File: src/rtl/spicart_pkg.sv
// Shared types and constants for the spicart SPI-to-cartridge-bus bridge.
package spicart_pkg;

  localparam int         RW_FLAG_BIT = 7;
  localparam int         ADDR_W      = 15;
  localparam logic [7:0] DUMMY_BYTE  = 8'hFF;

  typedef enum logic [2:0] {
    ST_IDLE,
    ST_HDR_HI,
    ST_HDR_LO,
    ST_RD_DUMMY,
    ST_RD_DATA,
    ST_WR_DATA
  } state_t;

  // Cartridge address auto-increment; rolls over from 0x7FFF to 0x0000.
  function automatic logic [ADDR_W-1:0] addr_next(input logic [ADDR_W-1:0] a);
    return a + ADDR_W'(1);
  endfunction

endpackage

File: src/rtl/spicart_spi_slave_phy.sv
// SPI mode-0 slave bit engine: pin synchronisers, SCK edge detect,
// rx/tx shift registers and an end-of-byte strobe.
module spi_slave_phy #(
  parameter int SYNC_STAGES = 2
) (
  input  logic       clk,
  input  logic       rst,
  input  logic       spi_sck,
  input  logic       spi_cs,
  input  logic       spi_mosi,
  input  logic       load_tx,
  input  logic [7:0] tx_data,
  output logic       spi_miso,
  output logic       cs_level,
  output logic       cs_rise,
  output logic       byte_done,
  output logic [7:0] rx_byte
);

  logic [SYNC_STAGES-1:0] sck_sync;
  logic [SYNC_STAGES-1:0] cs_sync;
  logic [SYNC_STAGES-1:0] mosi_sync;
  logic                   sck_d;
  logic                   cs_d;
  logic [2:0]             bit_cnt;
  logic [7:0]             rx;
  logic [7:0]             tx;
  logic                   sck_s;
  logic                   mosi_s;
  logic                   sck_rise;
  logic                   sck_fall;

  assign sck_s    = sck_sync[SYNC_STAGES-1];
  assign cs_level = cs_sync[SYNC_STAGES-1];
  assign mosi_s   = mosi_sync[SYNC_STAGES-1];
  assign sck_rise = sck_s & ~sck_d;
  assign sck_fall = ~sck_s & sck_d;
  assign cs_rise  = cs_level & ~cs_d;
  assign rx_byte  = rx;
  assign spi_miso = tx[7] & cs_level;

  // Bring the asynchronous SPI pins into clk and keep one-cycle history for edge detection.
  always_ff @(posedge clk or posedge rst) begin
    if (rst) begin
      sck_sync  <= '0;
      cs_sync   <= '0;
      mosi_sync <= '0;
      sck_d     <= 1'b0;
      cs_d      <= 1'b0;
    end else begin
      sck_sync[0]  <= spi_sck;
      cs_sync[0]   <= spi_cs;
      mosi_sync[0] <= spi_mosi;
      for (int i = 1; i < SYNC_STAGES; i++) begin
        sck_sync[i]  <= sck_sync[i-1];
        cs_sync[i]   <= cs_sync[i-1];
        mosi_sync[i] <= mosi_sync[i-1];
      end
      sck_d <= sck_s;
      cs_d  <= cs_level;
    end
  end

  // Shift engine. The fall that follows the 8th rise (bit_cnt wrapped to 0) is the byte
  // boundary and does not shift, so a byte loaded after byte_done keeps its MSB on MISO.
  always_ff @(posedge clk or posedge rst) begin
    if (rst) begin
      rx        <= '0;
      tx        <= '0;
      bit_cnt   <= '0;
      byte_done <= 1'b0;
    end else begin
      byte_done <= 1'b0;
      if (!cs_level) begin
        rx      <= '0;
        bit_cnt <= '0;
      end else if (sck_rise) begin
        rx      <= {rx[6:0], mosi_s};
        bit_cnt <= bit_cnt + 3'd1;
        if (bit_cnt == 3'd7) begin
          byte_done <= 1'b1;
        end
      end
      if (load_tx) begin
        tx <= tx_data;
      end else if (cs_level && sck_fall && (bit_cnt != 3'd0)) begin
        tx <= {tx[6:0], 1'b1};
      end
    end
  end

endmodule

File: src/rtl/spicart.sv
// SPI slave bridge giving an external host read/write access to the cartridge bus.
//
//   state        | meaning
//   ST_IDLE      | chip select low, waiting for a CS rise
//   ST_HDR_HI    | receiving R/W flag and addr[14:8]
//   ST_HDR_LO    | receiving addr[7:0]; read issues the first rd here
//   ST_RD_DUMMY  | turnaround byte, MISO shifts 0xFF
//   ST_RD_DATA   | streaming prefetched read bytes, one rd per byte
//   ST_WR_DATA   | each received byte becomes one wr
module spicart
  import spicart_pkg::*;
#(
  parameter int SYNC_STAGES = 2
) (
  input  logic        clk,
  input  logic        rst,
  input  logic        spi_mosi,
  output logic        spi_miso,
  input  logic        spi_sck,
  input  logic        spi_cs,
  output logic [7:0]  cart_dout,
  input  logic [7:0]  cart_din,
  output logic [15:0] cart_a,
  output logic        cart_wr,
  output logic        cart_rd,
  input  logic        cart_busy
);

  logic              cs_level;
  logic              cs_rise;
  logic              byte_done;
  logic [7:0]        rx_byte;
  logic              load_tx;
  logic [7:0]        tx_data;

  state_t            state;
  logic              wr_mode;
  logic [ADDR_W-1:0] addr;

  logic              req_rd;
  logic              req_wr;
  logic [ADDR_W-1:0] req_addr;
  logic [7:0]        req_data;

  logic              pend_valid;
  logic              pend_wr;
  logic [ADDR_W-1:0] pend_addr;
  logic [7:0]        pend_data;

  logic              busy_d;
  logic              rd_wait;
  logic              rd_valid;
  logic [7:0]        rd_data;

  logic              rd_phase;
  logic              rd_consume;
  logic              busy_fall;
  logic              bus_free;

  assign rd_phase   = (state == ST_RD_DUMMY) || (state == ST_RD_DATA);
  assign rd_consume = rd_phase && byte_done && cs_level;
  assign busy_fall  = busy_d && !cart_busy;
  // A pulse launched last clk is not yet reflected in cart_busy.
  assign bus_free   = !cart_busy && !cart_rd && !cart_wr;

  spi_slave_phy #(
    .SYNC_STAGES (SYNC_STAGES)
  ) u_phy (
    .clk       (clk),
    .rst       (rst),
    .spi_sck   (spi_sck),
    .spi_cs    (spi_cs),
    .spi_mosi  (spi_mosi),
    .load_tx   (load_tx),
    .tx_data   (tx_data),
    .spi_miso  (spi_miso),
    .cs_level  (cs_level),
    .cs_rise   (cs_rise),
    .byte_done (byte_done),
    .rx_byte   (rx_byte)
  );

  // Transaction FSM: header decode, address tracking, request and tx-load generation.
  always_ff @(posedge clk or posedge rst) begin
    if (rst) begin
      state    <= ST_IDLE;
      wr_mode  <= 1'b0;
      addr     <= '0;
      req_rd   <= 1'b0;
      req_wr   <= 1'b0;
      req_addr <= '0;
      req_data <= '0;
      load_tx  <= 1'b0;
      tx_data  <= '0;
    end else begin
      req_rd  <= 1'b0;
      req_wr  <= 1'b0;
      load_tx <= 1'b0;
      if (!cs_level) begin
        state <= ST_IDLE;
      end else begin
        case (state)
          ST_IDLE: begin
            if (cs_rise) state <= ST_HDR_HI;
          end
          ST_HDR_HI: begin
            if (byte_done) begin
              wr_mode     <= rx_byte[RW_FLAG_BIT];
              addr[14:8]  <= rx_byte[6:0];
              state       <= ST_HDR_LO;
            end
          end
          ST_HDR_LO: begin
            if (byte_done) begin
              addr[7:0] <= rx_byte;
              if (wr_mode) begin
                state <= ST_WR_DATA;
              end else begin
                req_rd   <= 1'b1;
                req_addr <= {addr[14:8], rx_byte};
                load_tx  <= 1'b1;
                tx_data  <= DUMMY_BYTE;
                state    <= ST_RD_DUMMY;
              end
            end
          end
          ST_RD_DUMMY, ST_RD_DATA: begin
            if (byte_done) begin
              load_tx  <= 1'b1;
              tx_data  <= rd_valid ? rd_data : DUMMY_BYTE;
              addr     <= addr_next(addr);
              req_rd   <= 1'b1;
              req_addr <= addr_next(addr);
              state    <= ST_RD_DATA;
            end
          end
          ST_WR_DATA: begin
            if (byte_done) begin
              req_wr   <= 1'b1;
              req_addr <= addr;
              req_data <= rx_byte;
              addr     <= addr_next(addr);
            end
          end
          default: state <= ST_IDLE;
        endcase
      end
    end
  end

  // Read-data capture on busy fall; data arriving outside a read stream is dropped.
  always_ff @(posedge clk or posedge rst) begin
    if (rst) begin
      busy_d   <= 1'b0;
      rd_wait  <= 1'b0;
      rd_valid <= 1'b0;
      rd_data  <= '0;
    end else begin
      busy_d <= cart_busy;
      if (cart_rd) begin
        rd_wait <= 1'b1;
      end else if (busy_fall) begin
        rd_wait <= 1'b0;
      end
      if (rd_wait && busy_fall && rd_phase) begin
        rd_data  <= cart_din;
        rd_valid <= 1'b1;
      end else if (rd_consume || !rd_phase) begin
        rd_valid <= 1'b0;
      end
    end
  end

  // Bus request issue with a one-deep pending slot; a newer request overwrites the slot.
  always_ff @(posedge clk or posedge rst) begin
    if (rst) begin
      cart_rd    <= 1'b0;
      cart_wr    <= 1'b0;
      cart_a     <= '0;
      cart_dout  <= '0;
      pend_valid <= 1'b0;
      pend_wr    <= 1'b0;
      pend_addr  <= '0;
      pend_data  <= '0;
    end else begin
      cart_rd <= 1'b0;
      cart_wr <= 1'b0;
      if (req_rd || req_wr) begin
        if (bus_free && !pend_valid) begin
          cart_rd <= req_rd;
          cart_wr <= req_wr;
          cart_a  <= {1'b0, req_addr};
          if (req_wr) cart_dout <= req_data;
        end else begin
          pend_valid <= 1'b1;
          pend_wr    <= req_wr;
          pend_addr  <= req_addr;
          pend_data  <= req_data;
        end
      end else if (pend_valid && bus_free) begin
        cart_rd    <= !pend_wr;
        cart_wr    <= pend_wr;
        cart_a     <= {1'b0, pend_addr};
        if (pend_wr) cart_dout <= pend_data;
        pend_valid <= 1'b0;
      end
    end
  end

endmodule

File: config.mk
export PLATFORM = sky130hd
export DESIGN_NAME = spicart
export DESIGN_NICKNAME = d
export VERILOG_FILES = /design/src/rtl/spicart_pkg.sv /design/src/rtl/spicart_spi_slave_phy.sv /design/src/rtl/spicart.sv
export SDC_FILE = /design/constraint.sdc
export NUM_CORES = 1
export LEC_CHECK = 0
export CAP_MARGIN = 0
export CORE_ASPECT_RATIO = 1.5
export CORE_MARGIN = 2
export CORE_UTILIZATION = 45
export CTS_BUF_LIST = sky130_fd_sc_hd__clkbuf_16
export DETAILED_ROUTE_END_ITERATION = 6
export GPL_TIMING_DRIVEN = 0
export MAX_ROUTING_LAYER = met4
export SYNTH_ARGS = -nofsm -noshare
export SYNTH_HDL_FRONTEND = slang
export SYNTH_SLANG_ARGS = --single-unit
export TNS_END_PERCENT = 50
File: constraint.sdc
create_clock -name clk -period 12.85 [get_ports clk]
set_input_delay 1.9275 -clock clk [delete_from_list [all_inputs] [get_ports clk]]
set_output_delay 1.9275 -clock clk [all_outputs]
set_load 0.02 [all_outputs]
==> results of run 1 <==
cell usage in the layout (no fill, tap or decap), types with 4 or more instances in the layout:
master	instances
o21ai_1	10
a31oi_1	10
inv_1	14
o21ai_0	26
nor3_1	9
nor2b_1	4
o21a_1	5
o22a_1	9
a2bb2oi_1	5
mux2_2	40
mux2i_1	33
buf_2	16
and2_1	6
or3_1	5
nand2b_1	7
a21boi_0	11
clkbuf_1	20
a21oi_1	41
mux2_1	4
dfrtp_1	141
o22ai_1	5
clkdlybuf4s50_1	39
inv_6	4
xnor2_1	7
nor2_1	30
ha_1	5
nand2_1	51
nand3_1	16
a22oi_1	4
clkbuf_16	17
layout make-up:
type                       instances  share of cell area [%]
sequential                       141                    45.3
clock inverter                    15                    2.10
buffer                            40                    2.29
multi-input combinational        400                    35.6
tap                              196                    3.15
timing repair buffer              40                    5.36
clock buffer                      17                    5.46
inverter                          14                   0.738
worst paths after layout:
path | cells after the start | end
min | 0 | u_phy.sck_sync[1]
min reg2reg | 0 | u_phy.sck_sync[1]
max in group asynchronous | 3 | addr[6]
max reg2reg | 5 | rd_data[6]
max | 4 | spi_miso
min in group asynchronous | 2 | u_phy.tx[0]
synth_stat cells (4+ instances only):
master / number
a2bb2oi_1: 5
ha_1: 5
xnor2_1: 7
o22a_1: 9
nand3_1: 16
nor2b_1: 4
nor3_1: 9
o21a_1: 5
nor2_1: 30
and2_1: 6
a31oi_1: 10
a22oi_1: 4
inv_1: 14
nand2b_1: 7
a21boi_0: 11
a21oi_1: 41
mux2_1: 4
o21ai_0: 26
or3_1: 5
buf_2: 16
mux2_2: 40
o21ai_1: 10
mux2i_1: 33
dfrtp_1: 141
clkbuf_1: 20
nand2_1: 51
o22ai_1: 5
cells by family (layout without fill, tap and decap cells):
family          Yosys count  in the layout  share of synthesized area, %
compound gates          159            159                          16.1
simple gates            149            149                          11.6
flops                   141            141                          54.0
mux                      77             77                          12.6
buf+inv                  54            126                          3.54
xor+xnor                  8              8                          1.07
fa+ha+maj                 6              6                          1.11
other cells               1              1                        0.0574
power by group:
group	leakage (nW)	internal [W]	switching [W]
Clock	0.289	0.000289	0.000201
Sequential	1.89	0.000453	0.00000560
Combinational	1.41	0.0000179	0.0000249
metal layers:
| metal | wire, um | vias to the layer above | GRT usage [%] |
|---|---|---|---|
| met2 | 7980 | 103 | 37.5 |
| met4 | 420 | 0 | 9.80 |
| met1 | 6340 | 2289 | 26.3 |
| met3 | 435 | 30 | 3.67 |
| li1 | - | 2283 | - |
| met5 | 0 | - | - |
state kept, by name, indices dropped and copies added, names as in the netlist, 2 cells and up:
signal / cells
u_phy.rx_byte: 8
rd_data: 8
pend_addr: 15
cart_dout: 8
u_phy.tx: 8
addr: 15
u_phy.bit_cnt: 3
cart_a: 15
req_addr: 15
tx_data: 8
state: 3
u_phy.mosi_sync: 2
req_data: 8
u_phy.sck_sync: 2
pend_data: 8
u_phy.cs_sync: 2
stage by stage:
stage          hold slack (ps)  setup slack [ps]
6_report                   349              8710
3_5_place_dp               337              8680
5_1_grt                    354              8520
4_1_cts                    351              8650
2_1_floorplan              331              7140
3_3_place_gp               333              5190
==> impl_metrics.ini, run 1 <==
[worst_setup_path]
cp_cell_sequence = clkbuf_1 > clkbuf_1 > and2_1 > clkdlybuf4s50_1
crit_buf_inv = 3
critPathLaunch = u_phy.cs_sync[1]
worst_setup_path_end_kind = output port
crit_required_ps = 10920
path_max_fanout = 10
path_common_cell = clkbuf_1
cp_top_family = buffers and inverters
worstReg2RegStart = state[1]
critical_path_class = register to output port
reg2reg_slack_ps = 10540
start_kind = register
cpPeakStageDelay_ps = 600
slowest_stage = clkdlybuf4s50_1
arrival_ps = 2210

[power]
powerDensity_mw_per_mm2 = 127
power_w = 0.000992
leakage_nw = 3.59
peakVddDrop_mv = 0.0943

[floorplan]
die_y_um = 152
io_pins = 41
die_w_um = 102
rows = 54
die_area_mm2 = 0.0155
coreArea_mm2 = 0.0144
initial_core_util_pct = 45.4

[drt]
vias = 4705
ant_nets = 0
remaining_drc_errors = 0
drtPass1Iterations = 4
detail_route.wirelength_um = 15200
drtIter0Drc = 217
wl_per_cell_um = 17.6
vias_per_cell = 5.45

[logic_synthesis]
netlist.area_leader.share_pct = 54.0
synth_edf_count = 0
yosys.area.top_type = dfrtp_1
synth.distinct_cells = 68
synth_nets = 614
ys_ff_latch = 141
synth-main-ff-cell = dfrtp_1
async_reset_ff_share_pct = 100
synth_area_mm2 = 0.00654
netlist_instances = 595
synth_area_leaders = dfrtp_1 54%, mux2_2 6.9%, mux2i_1 5.1%, a21oi_1 3.1%, nand2_1 2.9%
avgSynthCellArea_um2 = 11.0
synth_warnings = 0
seq_area_frac_synth_pct = 54.0

[timing]
period_needed_ps = 4140
final_max_slew_viol_count = 0
timing.final.hold_violations = 0
fin_tns_setup_ps = 0
post-route-period-util_pct = 32.2
tightest_slew_ps = 782
relSlewSlack_pct = 47.7
fmax_mhz = 242
setup_viol = 0
fin_worst_skew_ps = 13.7
rsz0062_at_grt = no

[clock_tree]
post_cts_resized = 0
cts_made_buffers = 17
cts_sinks = 141
clk_pin_slew_ps = 60
cts_setup_buffers = 0
clock_path_buffers = 2
cts_hold_buffers = 0
htree_levels = 4
clk_latency_ps = 430
root_buffer = clkbuf_16
cts_tree = built

[layout]
stdcell_count = 863
drive_gt1_share_pct = 15.3
syn_to_final_growth_pct = 19.2
regArea_mm2 = 0.00353
nNetsFinal = 673
finish.utilization_pct = 54.2
multi_input_area_mm2 = 0.00278
fill_cells = 1296
finalInstanceArea_mm2 = 0.00780
diodes = 0

[hold_path]
worstHoldPathType = register to register
hp-start = u_phy.sck_sync[0]

[placed_design]
placed_area_mm2 = 0.00721
gp_congestion = 0.874
port_buffers = 39
placedCellCount = 831
hpwl_um = 10900

[global_route]
track_usage_pct = 22.4
grt_pass1_wl_um = 25700
overflow = 0
antenna_found_initial = 0
grt_max_degree = 94
grt_pass1_vias = 4840

[flow_run]
maxCapViolCount = 0

[outcome]
status = complete, no violations
No activity file was read; power rests on OpenSTA's default activity.
==> run 2: changes to the inputs <==
- clock period: 12.85 -> 4 ns (I/O delays scaled with it)
==> impl_metrics.ini, run 2 (synthesis gave the netlist of run 1 again) <==
[outcome]
status = complete, no violations

[global_route]
overflow = 0
track_usage_pct = 22.1
antenna_found_initial = 0
grt_pass1_vias = 4813
grt_pass1_wl_um = 25200
grt_max_degree = 38

[layout]
diodes = 0
syn_to_final_growth_pct = 19.2
fill_cells = 1299
final_cell_mix = 141 x dfrtp_1, 51 x nand2_1, 41 x a21oi_1
finalInstanceArea_mm2 = 0.00779
nNetsFinal = 676
finish.utilization_pct = 54.1
drive_gt1_share_pct = 15.2
final_common_cell = dfrtp_1

[clock_tree]
clk_latency_ps = 410
clk_pin_slew_ps = 60
htree_levels = 4
cts_hold_buffers = 0
root_buffer = clkbuf_16
clock_path_buffers = 2
cts_sinks = 141
cts_setup_buffers = 0
cts_made_buffers = 17
cts_tree = built
post_cts_resized = 0

[timing]
rsz0062_at_grt = no
timing.final.hold_violations = 0
post-route-period-util_pct = 70.5
period_needed_ps = 2820
finalWorstSetupSlack_ps = 1180
fin_worst_skew_ps = 9.42
setup_viol = 0
fin_tns_setup_ps = 0
final_max_slew_viol_count = 0
fmax_mhz = 355
relSlewSlack_pct = 43.9
tightest_slew_ps = 838
whs_ps = 351

[worst_setup_path]
reg2reg_slack_ps = 1710
slowest_stage = clkdlybuf4s50_1
path_max_fanout = 10
crit_buf_inv = 3
cpPeakStageDelay_ps = 600
start_kind = register
path_common_cell = clkbuf_1
critPathLaunch = u_phy.cs_sync[1]
critical_path_class = register to output port
crit_required_ps = 3400
cp_top_family = buffers and inverters
cp_cell_sequence = clkbuf_1 > clkbuf_1 > and2_1 > clkdlybuf4s50_1
worst_setup_path_end_kind = output port
arrival_ps = 2220
worstReg2RegStart = state[1]

[drt]
top_layer = met4
ant_nets = 0
drtPass1Iterations = 4
remaining_drc_errors = 0
vias_per_cell = 5.45
wl_met3_um = 320
met1_length_um = 6550
wl_per_cell_um = 18.0
drtIter0Drc = 262
wl_met2_um = 8280
detail_route.wirelength_um = 15600
vias = 4718

[power]
switching_share_pct = 24.1
clkPwrFrac_pct = 46.8
leakage_nw = 3.58
peakVddDrop_mv = 0.235
p_sw_w = 0.000732
p_int_w = 0.00231
p_comb_share_pct = 4.7
p_seq_share_pct = 48.5
powerDensity_mw_per_mm2 = 390

[floorplan]
die_y_um = 152
die_w_um = 102
die_area_mm2 = 0.0155
rows = 54
io_pins = 41
coreArea_mm2 = 0.0144
initial_core_util_pct = 45.4

[placed_design]
dp_slack_ps = 1130
port_buffers = 39
hpwl_um = 11500
gp_congestion = 0.867
placed_area_mm2 = 0.00727

[hold_path]
hp-start = u_phy.sck_sync[0]
worstHoldPathType = register to register

[flow_run]
maxCapViolCount = 0
==> run 2: cell types whose count changed in the layout (fill, tap and decap cells not counted), sizes merged <==
cell / before / now
bufinv: 2 / 0
inv: 20 / 19
clkinv: 5 / 4
buf: 20 / 23
clkinvlp: 2 / 6
==> run 2: worst paths after layout <==
| path | depth (start not counted) | end |
|---|---|---|
| worst min-delay path | 0 | u_phy.sck_sync[1] |
| worst min register to register | 0 | u_phy.sck_sync[1] |
| min in group asynchronous | 2 | cart_dout[0] |
| worst max-delay path | 4 | spi_miso |
| worst max register to register | 5 | rd_data[3] |
| max in group asynchronous | 4 | u_phy.cs_sync[1] |
==> run 2: through the flow <==
stage                     power [W]  std cells
after floorplan             0.00158        595
after global placement      0.00164        830
after detailed placement    0.00165        834
after CTS                   0.00309        866
after global routing        0.00316        866
final                       0.00304        866
==> run 2: final cells by class <==
type,instances,area (um2),share of cell area [%]
flip-flops and latches,141,3530,45.3
clock inverters,15,101,1.30
inverters,14,56.3,0.723
repair buffers,43,478,6.13
clock buffers,17,425,5.46
well taps,196,245,3.15
plain buffers,40,179,2.30
multi-input cells,400,2780,35.7
==> run 2: power groups by stage <==
stage | clock network [W] | registers [W] | logic, W
2_1_floorplan | 0 | 0.00151 | 0.0000665
3_3_place_gp | 0 | 0.00150 | 0.000135
3_5_place_dp | 0 | 0.00150 | 0.000148
4_1_cts | 0.00146 | 0.00148 | 0.000149
5_1_grt | 0.00152 | 0.00148 | 0.000164
6_report | 0.00142 | 0.00147 | 0.000144
==> run 2: per-layer routing <==
metal / global-route usage, % / up-vias
met3: 3.76 / 19
met5: - / -
li1: - / 2275
met1: 25.8 / 2336
met2: 37.4 / 88
met4: 9.47 / 0
